<file path="config.mk">
export PLATFORM = sky130hd
export DESIGN_NAME = power_debounce_monitor
export DESIGN_NICKNAME = d
export VERILOG_FILES = /design/src/rtl/power_debounce_monitor.sv
export SDC_FILE = /design/constraint.sdc
export NUM_CORES = 1
export LEC_CHECK = 0
export CORE_ASPECT_RATIO = 0.6
export CORE_UTILIZATION = 51
export CTS_BUF_LIST = sky130_fd_sc_hd__clkbuf_2 sky130_fd_sc_hd__clkbuf_4 sky130_fd_sc_hd__clkbuf_8
export DETAILED_ROUTE_END_ITERATION = 8
export HOLD_SLACK_MARGIN = 0.02
export PLACE_DENSITY = 0.8
export REMOVE_ABC_BUFFERS = 1
export SLEW_MARGIN = 40
export SYNTH_ARGS = -nofsm -noshare
export SYNTH_HDL_FRONTEND = slang
export SYNTH_SLANG_ARGS = --single-unit
</file>
<file path="constraint.sdc">
create_clock -name clk_i -period 2 [get_ports clk_i]
set_clock_uncertainty 0.15 [all_clocks]
set_input_delay 0.4 -clock clk_i [delete_from_list [all_inputs] [get_ports clk_i]]
set_output_delay 0.4 -clock clk_i [all_outputs]
set_load 0.02 [all_outputs]
</file>
<file path="src/rtl/power_debounce_monitor.sv">
// Debounce stage for the synchronized power-good level: qualifies level changes
// with a hold count and reports stable level, edge pulses, event counters and a fault flag.
module power_debounce_monitor #(
  parameter int unsigned DEBOUNCE_CNT = 1000,
  parameter int unsigned CNT_W        = 16,
  parameter int unsigned EVT_W        = 8
) (
  input  logic             clk_i,
  input  logic             rst,
  input  logic             pwr_sync_i,
  input  logic             fault_clr_i,
  input  logic             cnt_clr_i,
  output logic             pwr_stable_o,
  output logic             pwr_up_o,
  output logic             pwr_down_o,
  output logic [EVT_W-1:0] glitch_cnt_o,
  output logic [EVT_W-1:0] drop_cnt_o,
  output logic             fault_o,
  output logic [1:0]       state_o
);

  typedef enum logic [1:0] {
    OFF      = 2'd0,
    ON_PEND  = 2'd1,
    ON       = 2'd2,
    OFF_PEND = 2'd3
  } state_t;

  localparam logic [CNT_W-1:0] HOLD_MAX = CNT_W'(DEBOUNCE_CNT - 1);

  state_t           state_q, state_d;
  logic [CNT_W-1:0] hold_q, hold_d;
  logic             stable_d;
  logic             up_d, down_d;
  logic             glitch_inc, drop_inc;

  always_comb begin
    state_d    = state_q;
    hold_d     = hold_q;
    stable_d   = pwr_stable_o;
    up_d       = 1'b0;
    down_d     = 1'b0;
    glitch_inc = 1'b0;
    drop_inc   = 1'b0;
    unique case (state_q)
      OFF: begin
        if (pwr_sync_i) begin
          state_d = ON_PEND;
          hold_d  = CNT_W'(1);
        end
      end
      ON_PEND: begin
        if (!pwr_sync_i) begin
          state_d    = OFF;
          hold_d     = '0;
          glitch_inc = 1'b1;
        end else if (hold_q == HOLD_MAX) begin
          state_d  = ON;
          hold_d   = '0;
          stable_d = 1'b1;
          up_d     = 1'b1;
        end else begin
          hold_d = hold_q + 1'b1;
        end
      end
      ON: begin
        if (!pwr_sync_i) begin
          state_d = OFF_PEND;
          hold_d  = CNT_W'(1);
        end
      end
      OFF_PEND: begin
        // Abandoning a pending fall keeps the stable level high and emits no pulse.
        if (pwr_sync_i) begin
          state_d    = ON;
          hold_d     = '0;
          glitch_inc = 1'b1;
        end else if (hold_q == HOLD_MAX) begin
          state_d  = OFF;
          hold_d   = '0;
          stable_d = 1'b0;
          down_d   = 1'b1;
          drop_inc = 1'b1;
        end else begin
          hold_d = hold_q + 1'b1;
        end
      end
      default: begin
        state_d = OFF;
        hold_d  = '0;
      end
    endcase
  end

  always_ff @(posedge clk_i) begin
    if (rst) begin
      state_q      <= OFF;
      hold_q       <= '0;
      pwr_stable_o <= 1'b0;
      pwr_up_o     <= 1'b0;
      pwr_down_o   <= 1'b0;
      glitch_cnt_o <= '0;
      drop_cnt_o   <= '0;
      fault_o      <= 1'b0;
    end else begin
      state_q      <= state_d;
      hold_q       <= hold_d;
      pwr_stable_o <= stable_d;
      pwr_up_o     <= up_d;
      pwr_down_o   <= down_d;

      if (cnt_clr_i) begin
        glitch_cnt_o <= '0;
        drop_cnt_o   <= '0;
      end else begin
        if (glitch_inc && (glitch_cnt_o != '1)) glitch_cnt_o <= glitch_cnt_o + 1'b1;
        if (drop_inc && (drop_cnt_o != '1))     drop_cnt_o   <= drop_cnt_o + 1'b1;
      end

      // A new confirmed fall takes priority over a coincident clear.
      if (drop_inc)         fault_o <= 1'b1;
      else if (fault_clr_i) fault_o <= 1'b0;
    end
  end

  assign state_o = state_q;

endmodule
</file>
Yosys cells after proc, flatten, opt, wreduce, memory -nomap -nowiden
Index checks and enable logic that the tools add are counted.
Storage, ports and cells
  ROM bits: 0
  output and inout port bits: 22
  register bits after elaboration: 38
  bits of input ports: 5
  memories: 0
  bits in writable memories: 0
  latch bits: 0
Cells by class
  reductions and logical operators: 10
  add/sub/neg operators: 3
  shift-type cells: 0
  bitwise gates (word level): 2
  divide/modulo/power cells: 0
  order comparisons: 0
  $mul: 0
  muxes and demuxes: 26
  equality and inequality tests: 14
Operator list (number)
  two-way mux 16 bit: 5
  case mux 16 bit (4 select lines): 1
  adder 16 x 1 -> 16 bit, second input constant: 1
  adder 8 x 1 -> 8 bit, second input constant: 2
  equality test 16 x 10 -> 1 bit, second input constant: 1
  inequality test 8 bit, second input constant: 2
  two-way mux 2 bit: 6
  inequality test 2 bit, second input constant: 6
  two-way mux 1 bit: 11
  case mux 2 bit (4 select lines): 1
  inequality test 3 bit, second input constant: 2
  AND reduction 5 bit: 1
  equality test 2 bit, second input constant: 2
  case mux 1 bit (2 select lines): 2
  AND reduction 4 bit: 1
  nonzero test 2 bit: 2
  OR reduction 3 bit: 1
  equality test 2 x 1 -> 1 bit, second input constant: 1
  logical AND 1 bit: 2
  zero test 2 bit: 1
  NOT 1 bit: 2
  AND reduction 2 bit: 1
  OR reduction 2 bit: 1

Longest topological paths before layout
  depth in word-level cells: 5
  mapped depth: 6
  depth with buffers taken out: 5

Least setup slack after synthesis
Ideal clock, no wire load.
  path type: reg-to-reg
  start: reg hold_q[0]
  end: reg hold_q[14]
  clock period less this slack: 1.975 ns
  buffers on the path: 0
  setup time: 0.062 ns
  path slack: 0.025 ns
  arrival: 1.763 ns
  cell stages (with the launch flop): 6
  cell sequence: dfxtp_1 > ha_1 > nand4_2 > or4_1 > or4b_1 > nand3_1
Between the ends
  word-level cells in the longest chain between the ends: 4
  elaborated cells on any way between the ends: 6
  classes of those cells: add/sub: 1; eq/ne: 1; mux: 4
Ends and longest elaborated chain
  start: declaration: line 32  | logic [CNT_W-1:0] hold_q, hold_d;
  start signal: assignment: line 107  | hold_q <= hold_d;
  adder 16 x 1 -> 16 bit / equality test 16 x 10 -> 1 bit (equally long branches)
  two-way mux 16 bit *: line 57, 78
  two-way mux 16 bit, on equally long branches: line 74, 53
  case mux 16 bit (4 select lines) *: line 45  | unique case (state_q)
Mark *: on every way between the ends. The rest lies on a longest branch, timed or not.
A chain may end at the register's enable or synchronous reset.

Worst setup path in the final report
  start: reg drop_cnt_o[4]
  end: out drop_cnt_o[4]
RTL lines
  start: declaration: line 17  | output logic [EVT_W-1:0] drop_cnt_o,
  start signal: assignment: line 117  | if (drop_inc && (drop_cnt_o != '1)) drop_cnt_o <= drop_cnt_o + 1'b1;
No word-level cell between the ends.

==> metrics.txt <==
# TYPE chip_impl_metric gauge
chip_impl_metric{name="synth_edf_count",unit=""} 0
chip_impl_metric{name="powerDensity",unit="nW/um^2"} 575
chip_impl_metric{name="numCtsBuffers",unit=""} 5
chip_impl_metric{name="core-area",unit="sq um"} 3740
chip_impl_metric{name="postCtsHoldBufs",unit=""} 0
chip_impl_info{name="synth_top_family_by_area",value="simple AND/OR/NAND/NOR gates"} 1
chip_impl_info{name="cpMaxStageDelayCell",value="sky130_fd_sc_hd__clkdlybuf4s50_1"} 1
chip_impl_metric{name="drtAntennaViolNets",unit=""} 0
chip_impl_metric{name="dpl.hpwl",unit="um"} 4150
chip_impl_metric{name="detail_route.vias_per_cell",unit=""} 6.22
chip_impl_info{name="worst-setup-path-type",value="reg2out"} 1
chip_impl_metric{name="grt-ovfl-total",unit=""} 0
chip_impl_metric{name="portBuffers",unit=""} 26
chip_impl_metric{name="drc",unit=""} 0
chip_impl_metric{name="cts.reportedPaths.clkPinSlew",unit="ns"} 0.07
chip_impl_metric{name="clock_sinks",unit=""} 38
chip_impl_metric{name="num_rows",unit=""} 17
chip_impl_metric{name="critical_path.n_buffers_inverters",unit=""} 1
chip_impl_metric{name="ys_seq_area_frac",unit=""} 0.375
chip_impl_info{name="crit_chain",value="clkdlybuf4s50_1"} 1
chip_impl_metric{name="synth.cell_area",unit="sq um"} 2030
chip_impl_metric{name="report.final.setup_viol",unit=""} 0
chip_impl_metric{name="max_cap_violation_count",unit=""} 0
chip_impl_metric{name="synthesis_stage_register_bit_count",unit=""} 38
chip_impl_info{name="rr_startpoint",value="hold_q[1]"} 1
chip_impl_metric{name="antenna_cells",unit=""} 0
chip_impl_metric{name="period_needed",unit="ns"} 1.96
chip_impl_metric{name="synth_async_sr_flop_share",unit=""} 0
chip_impl_info{name="post-synth-top-area-cell",value="sky130_fd_sc_hd__dfxtp_1"} 1
chip_impl_info{name="rsz0062_at_grt",value="false"} 1
chip_impl_info{name="path_delay_family",value="buffers and inverters"} 1
chip_impl_info{name="critical_path.startpoint",value="drop_cnt_o[4]"} 1
chip_impl_metric{name="timing.slew.headroom",unit=""} 0.768
chip_impl_metric{name="post_route_cells_drive_above_1_share",unit=""} 0.208
chip_impl_metric{name="initial_core_util",unit=""} 0.542
chip_impl_metric{name="die-height",unit="um"} 50.9
chip_impl_info{name="end_point_of_the_critical_path",value="drop_cnt_o[4]"} 1
chip_impl_info{name="cts.root.buffer_cell",value="sky130_fd_sc_hd__clkbuf_8"} 1
chip_impl_metric{name="power.static_leakage",unit="nW"} 1.04
chip_impl_metric{name="yosys.area_share.simple",unit=""} 0.317
chip_impl_metric{name="synth.top_cell.area_share",unit=""} 0.375
chip_impl_metric{name="drt_pass1_iterations",unit=""} 4
chip_impl_metric{name="cts_htree_levels",unit=""} 2
chip_impl_metric{name="grt_antenna_before_repair",unit=""} 0
chip_impl_metric{name="max_clock_freq",unit="MHz"} 511
chip_impl_metric{name="vdd.ir_drop.worst",unit="uV"} 402
chip_impl_metric{name="critPathRequiredTime",unit="ns"} 1.45
chip_impl_metric{name="hold_viol_final",unit=""} 0
chip_impl_metric{name="timing.final.ws_setup",unit="ns"} 0.0423
chip_impl_metric{name="fraction_of_synthesized_area_in_multiplexers",unit=""} 0.0197
chip_impl_info{name="critical_path.reg2reg.endpoint",value="hold_q[14]"} 1
chip_impl_info{name="status",value="finished, final reports clean"} 1
chip_impl_metric{name="globalplace.congestion",unit=""} 0.903
chip_impl_metric{name="critPathMaxStageDelay",unit="ns"} 0.65
chip_impl_metric{name="cells_after_synthesis",unit=""} 243
chip_impl_metric{name="r2r_slack",unit="ns"} 0.05
chip_impl_metric{name="final_area",unit="sq um"} 2750
chip_impl_metric{name="global_route_wire_length_before_repair",unit="um"} 9350
chip_impl_metric{name="die_area",unit="sq um"} 4250
chip_impl_metric{name="arrival",unit="ns"} 1.41
chip_impl_info{name="yosysMostFrequentCell",value="sky130_fd_sc_hd__dfxtp_1"} 1
chip_impl_metric{name="route.detailed.wl_per_inst",unit="um"} 16.4
chip_impl_metric{name="grt_pass1_vias",unit=""} 1923
chip_impl_metric{name="finalCoreUtilization",unit=""} 0.734
chip_impl_metric{name="worst-slew-pin-transition",unit="ns"} 0.346
chip_impl_metric{name="post_synth.cell_area_avg",unit="sq um"} 8.36
chip_impl_metric{name="worstRegToRegCells",unit=""} 5
chip_impl_metric{name="chipWidth",unit="um"} 83.5
chip_impl_metric{name="pre_cts_ws",unit="ns"} -0.297
chip_impl_metric{name="numPlacedInstances",unit=""} 336
chip_impl_metric{name="worst_skew_pair.late_latency",unit="ns"} 0.30
chip_impl_info{name="synth-main-ff-cell",value="sky130_fd_sc_hd__dfxtp_1"} 1
chip_impl_info{name="netlist_top_cells_count",value="sky130_fd_sc_hd__dfxtp_1, sky130_fd_sc_hd__a31oi_1, sky130_fd_sc_hd__nand2_1, sky130_fd_sc_hd__nand3_1, sky130_fd_sc_hd__a21oi_1"} 1
chip_impl_metric{name="critical_path_depth",unit=""} 1
chip_impl_metric{name="final_cells",unit=""} 345
chip_impl_metric{name="synth_xor_xnor_area_share",unit=""} 0.0129
chip_impl_metric{name="filler_cell_count",unit=""} 278
chip_impl_metric{name="grt_start_max_net_pins",unit=""} 28
chip_impl_metric{name="synth-compound-area-share",unit=""} 0.211
chip_impl_info{name="worst_setup_path_end_kind",value="output port"} 1
chip_impl_metric{name="detail_route.wirelength",unit="um"} 5650
chip_impl_metric{name="post_dp_cell_area",unit="sq um"} 2560
chip_impl_metric{name="design.portCount",unit=""} 27
chip_impl_metric{name="clockBufferDepth",unit=""} 2
chip_impl_metric{name="final_min_period_over_clock_period",unit=""} 0.979
chip_impl_metric{name="number_of_violations_reported_at_the_end_of_detailed_routing_iteration_0",unit=""} 128
chip_impl_metric{name="synthAdderAreaFrac",unit=""} 0.0185
chip_impl_metric{name="detailroute.via_count",unit=""} 2145
chip_impl_metric{name="netlist-cell-type-count",unit=""} 48
chip_impl_metric{name="final-max-slew-violation-count",unit=""} 0
chip_impl_metric{name="design.final.nets",unit=""} 305
chip_impl_info{name="tritoncts",value="done"} 1
chip_impl_metric{name="fin_setup_tns",unit="ns"} 0
chip_impl_metric{name="ys.warnings.count",unit=""} 0
chip_impl_metric{name="syn_to_final_growth",unit="%"} 35.2
chip_impl_info{name="netlist_top_cells_area",value="sky130_fd_sc_hd__dfxtp_1, sky130_fd_sc_hd__a31oi_1, sky130_fd_sc_hd__nand3_1, sky130_fd_sc_hd__nand4_1, sky130_fd_sc_hd__a21oi_1"} 1
chip_impl_info{name="worst_setup_path_start_kind",value="register"} 1
chip_impl_metric{name="worst-path-max-fanout",unit=""} 6
chip_impl_info{name="worst_hold_path_type",value="reg2reg"} 1
chip_impl_metric{name="groute.usage.overall",unit=""} 0.283
==> through the flow <==
step | hold slack, ns | power, mW
after floorplan | 0.301 | 0.868
after detailed placement | 0.342 | 0.955
final | 0.356 | 1.58
after global routing | 0.386 | 1.64
after global placement | 0.331 | 0.951
after CTS | 0.356 | 1.58
==> worst min path at each step <==
stage,cells after the start,slack (ns),startpoint,to
floorplan,1,0.30,hold_q[15],hold_q[15]
global placement,2,0.33,glitch_cnt_o[6],glitch_cnt_o[6]
detailed placement,2,0.34,glitch_cnt_o[7],glitch_cnt_o[7]
CTS,2,0.36,glitch_cnt_o[7],glitch_cnt_o[7]
global route,2,0.39,glitch_cnt_o[6],glitch_cnt_o[6]
finish,2,0.36,glitch_cnt_o[7],glitch_cnt_o[7]
==> sequential cells by signal (all words and copies together), names as in the netlist, named ones only <==
signal and count:
state_o 1, drop_cnt_o 8, pwr_down_o 1, glitch_cnt_o 8, pwr_up_o 1, hold_q 16
pwr_stable_o 1, fault_o 1
==> final cells by class <==
class	count	area (sq um)	share of cell area
timing repair buffer	62	557	0.203
clock buffer	8	110	0.0401
sequential	38	764	0.278
inverter	8	30.0	0.0109
multi-input combinational	182	1230	0.446
tap	47	58.8	0.0214
==> cell usage in the layout, fill, tap and decap left out, types with 2 or more instances in the layout <==
master / netlist / layout
sky130_fd_sc_hd__nor2_1: 9 / 9
sky130_fd_sc_hd__mux2i_1: 4 / 4
sky130_fd_sc_hd__nand3_1: 16 / 16
sky130_fd_sc_hd__and3_1: 5 / 5
sky130_fd_sc_hd__dfxtp_2: 0 / 3
sky130_fd_sc_hd__o211ai_1: 3 / 3
sky130_fd_sc_hd__xnor2_1: 2 / 2
sky130_fd_sc_hd__and4_1: 3 / 2
sky130_fd_sc_hd__or3_1: 7 / 7
sky130_fd_sc_hd__clkbuf_8: 0 / 8
sky130_fd_sc_hd__dlymetal6s2s_1: 0 / 4
sky130_fd_sc_hd__nor3_1: 10 / 9
sky130_fd_sc_hd__inv_1: 8 / 8
sky130_fd_sc_hd__ha_1: 3 / 2
sky130_fd_sc_hd__o21ai_0: 6 / 6
sky130_fd_sc_hd__dfxtp_1: 38 / 35
sky130_fd_sc_hd__nand2_1: 16 / 16
sky130_fd_sc_hd__nand4_4: 0 / 2
sky130_fd_sc_hd__nand2b_1: 2 / 2
sky130_fd_sc_hd__o211a_1: 2 / 2
sky130_fd_sc_hd__a31oi_1: 20 / 20
sky130_fd_sc_hd__a311o_1: 2 / 2
sky130_fd_sc_hd__o22ai_1: 3 / 3
sky130_fd_sc_hd__o21a_1: 2 / 2
sky130_fd_sc_hd__a31o_2: 2 / 2
sky130_fd_sc_hd__clkdlybuf4s50_1: 0 / 22
sky130_fd_sc_hd__or4_1: 7 / 6
sky130_fd_sc_hd__nand3b_1: 6 / 6
sky130_fd_sc_hd__o31ai_1: 5 / 5
sky130_fd_sc_hd__buf_4: 0 / 34
sky130_fd_sc_hd__nor4_1: 6 / 5
sky130_fd_sc_hd__a21oi_1: 12 / 11
sky130_fd_sc_hd__nand4_1: 10 / 10
==> layer usage <==
| layer | routed length (um) | GRT usage | vias to the layer above |
|---|---|---|---|
| li1 | - | - | 1058 |
| met4 | 33 | 0.0678 | 0 |
| met5 | 0 | 0 | - |
| met3 | 390 | 0.0808 | 4 |
| met2 | 2330 | 0.413 | 79 |
| met1 | 2900 | 0.414 | 1004 |
==> where the power goes <==
group	switching (mW)	internal, mW	total [mW]
registers	0.0138	0.766	0.780
clock network	0.282	0.348	0.630
logic	0.0893	0.0797	0.169
==> repair_timing <==
action / CTS / global route
setup buffers: 0 / 1
endpoints found under the hold margin: 0 / 0
endpoints found under the setup margin: 10 / 16
pin swaps: 0 / 1
cloned: 0 / 0
resized for setup: 6 / 11
==> kinds of logic after synthesis <==
| family | count (synthesis) |
|---|---|
| AO/OA/AOI/OAI | 64 |
| XOR/XNOR | 3 |
| adder cells (fa/ha/maj) | 3 |
| buffers and inverters | 23 |
| flip-flops | 38 |
| multiplexers | 4 |
| AND/OR/NAND/NOR | 108 |
No activity file was read; power rests on OpenSTA's default activity.
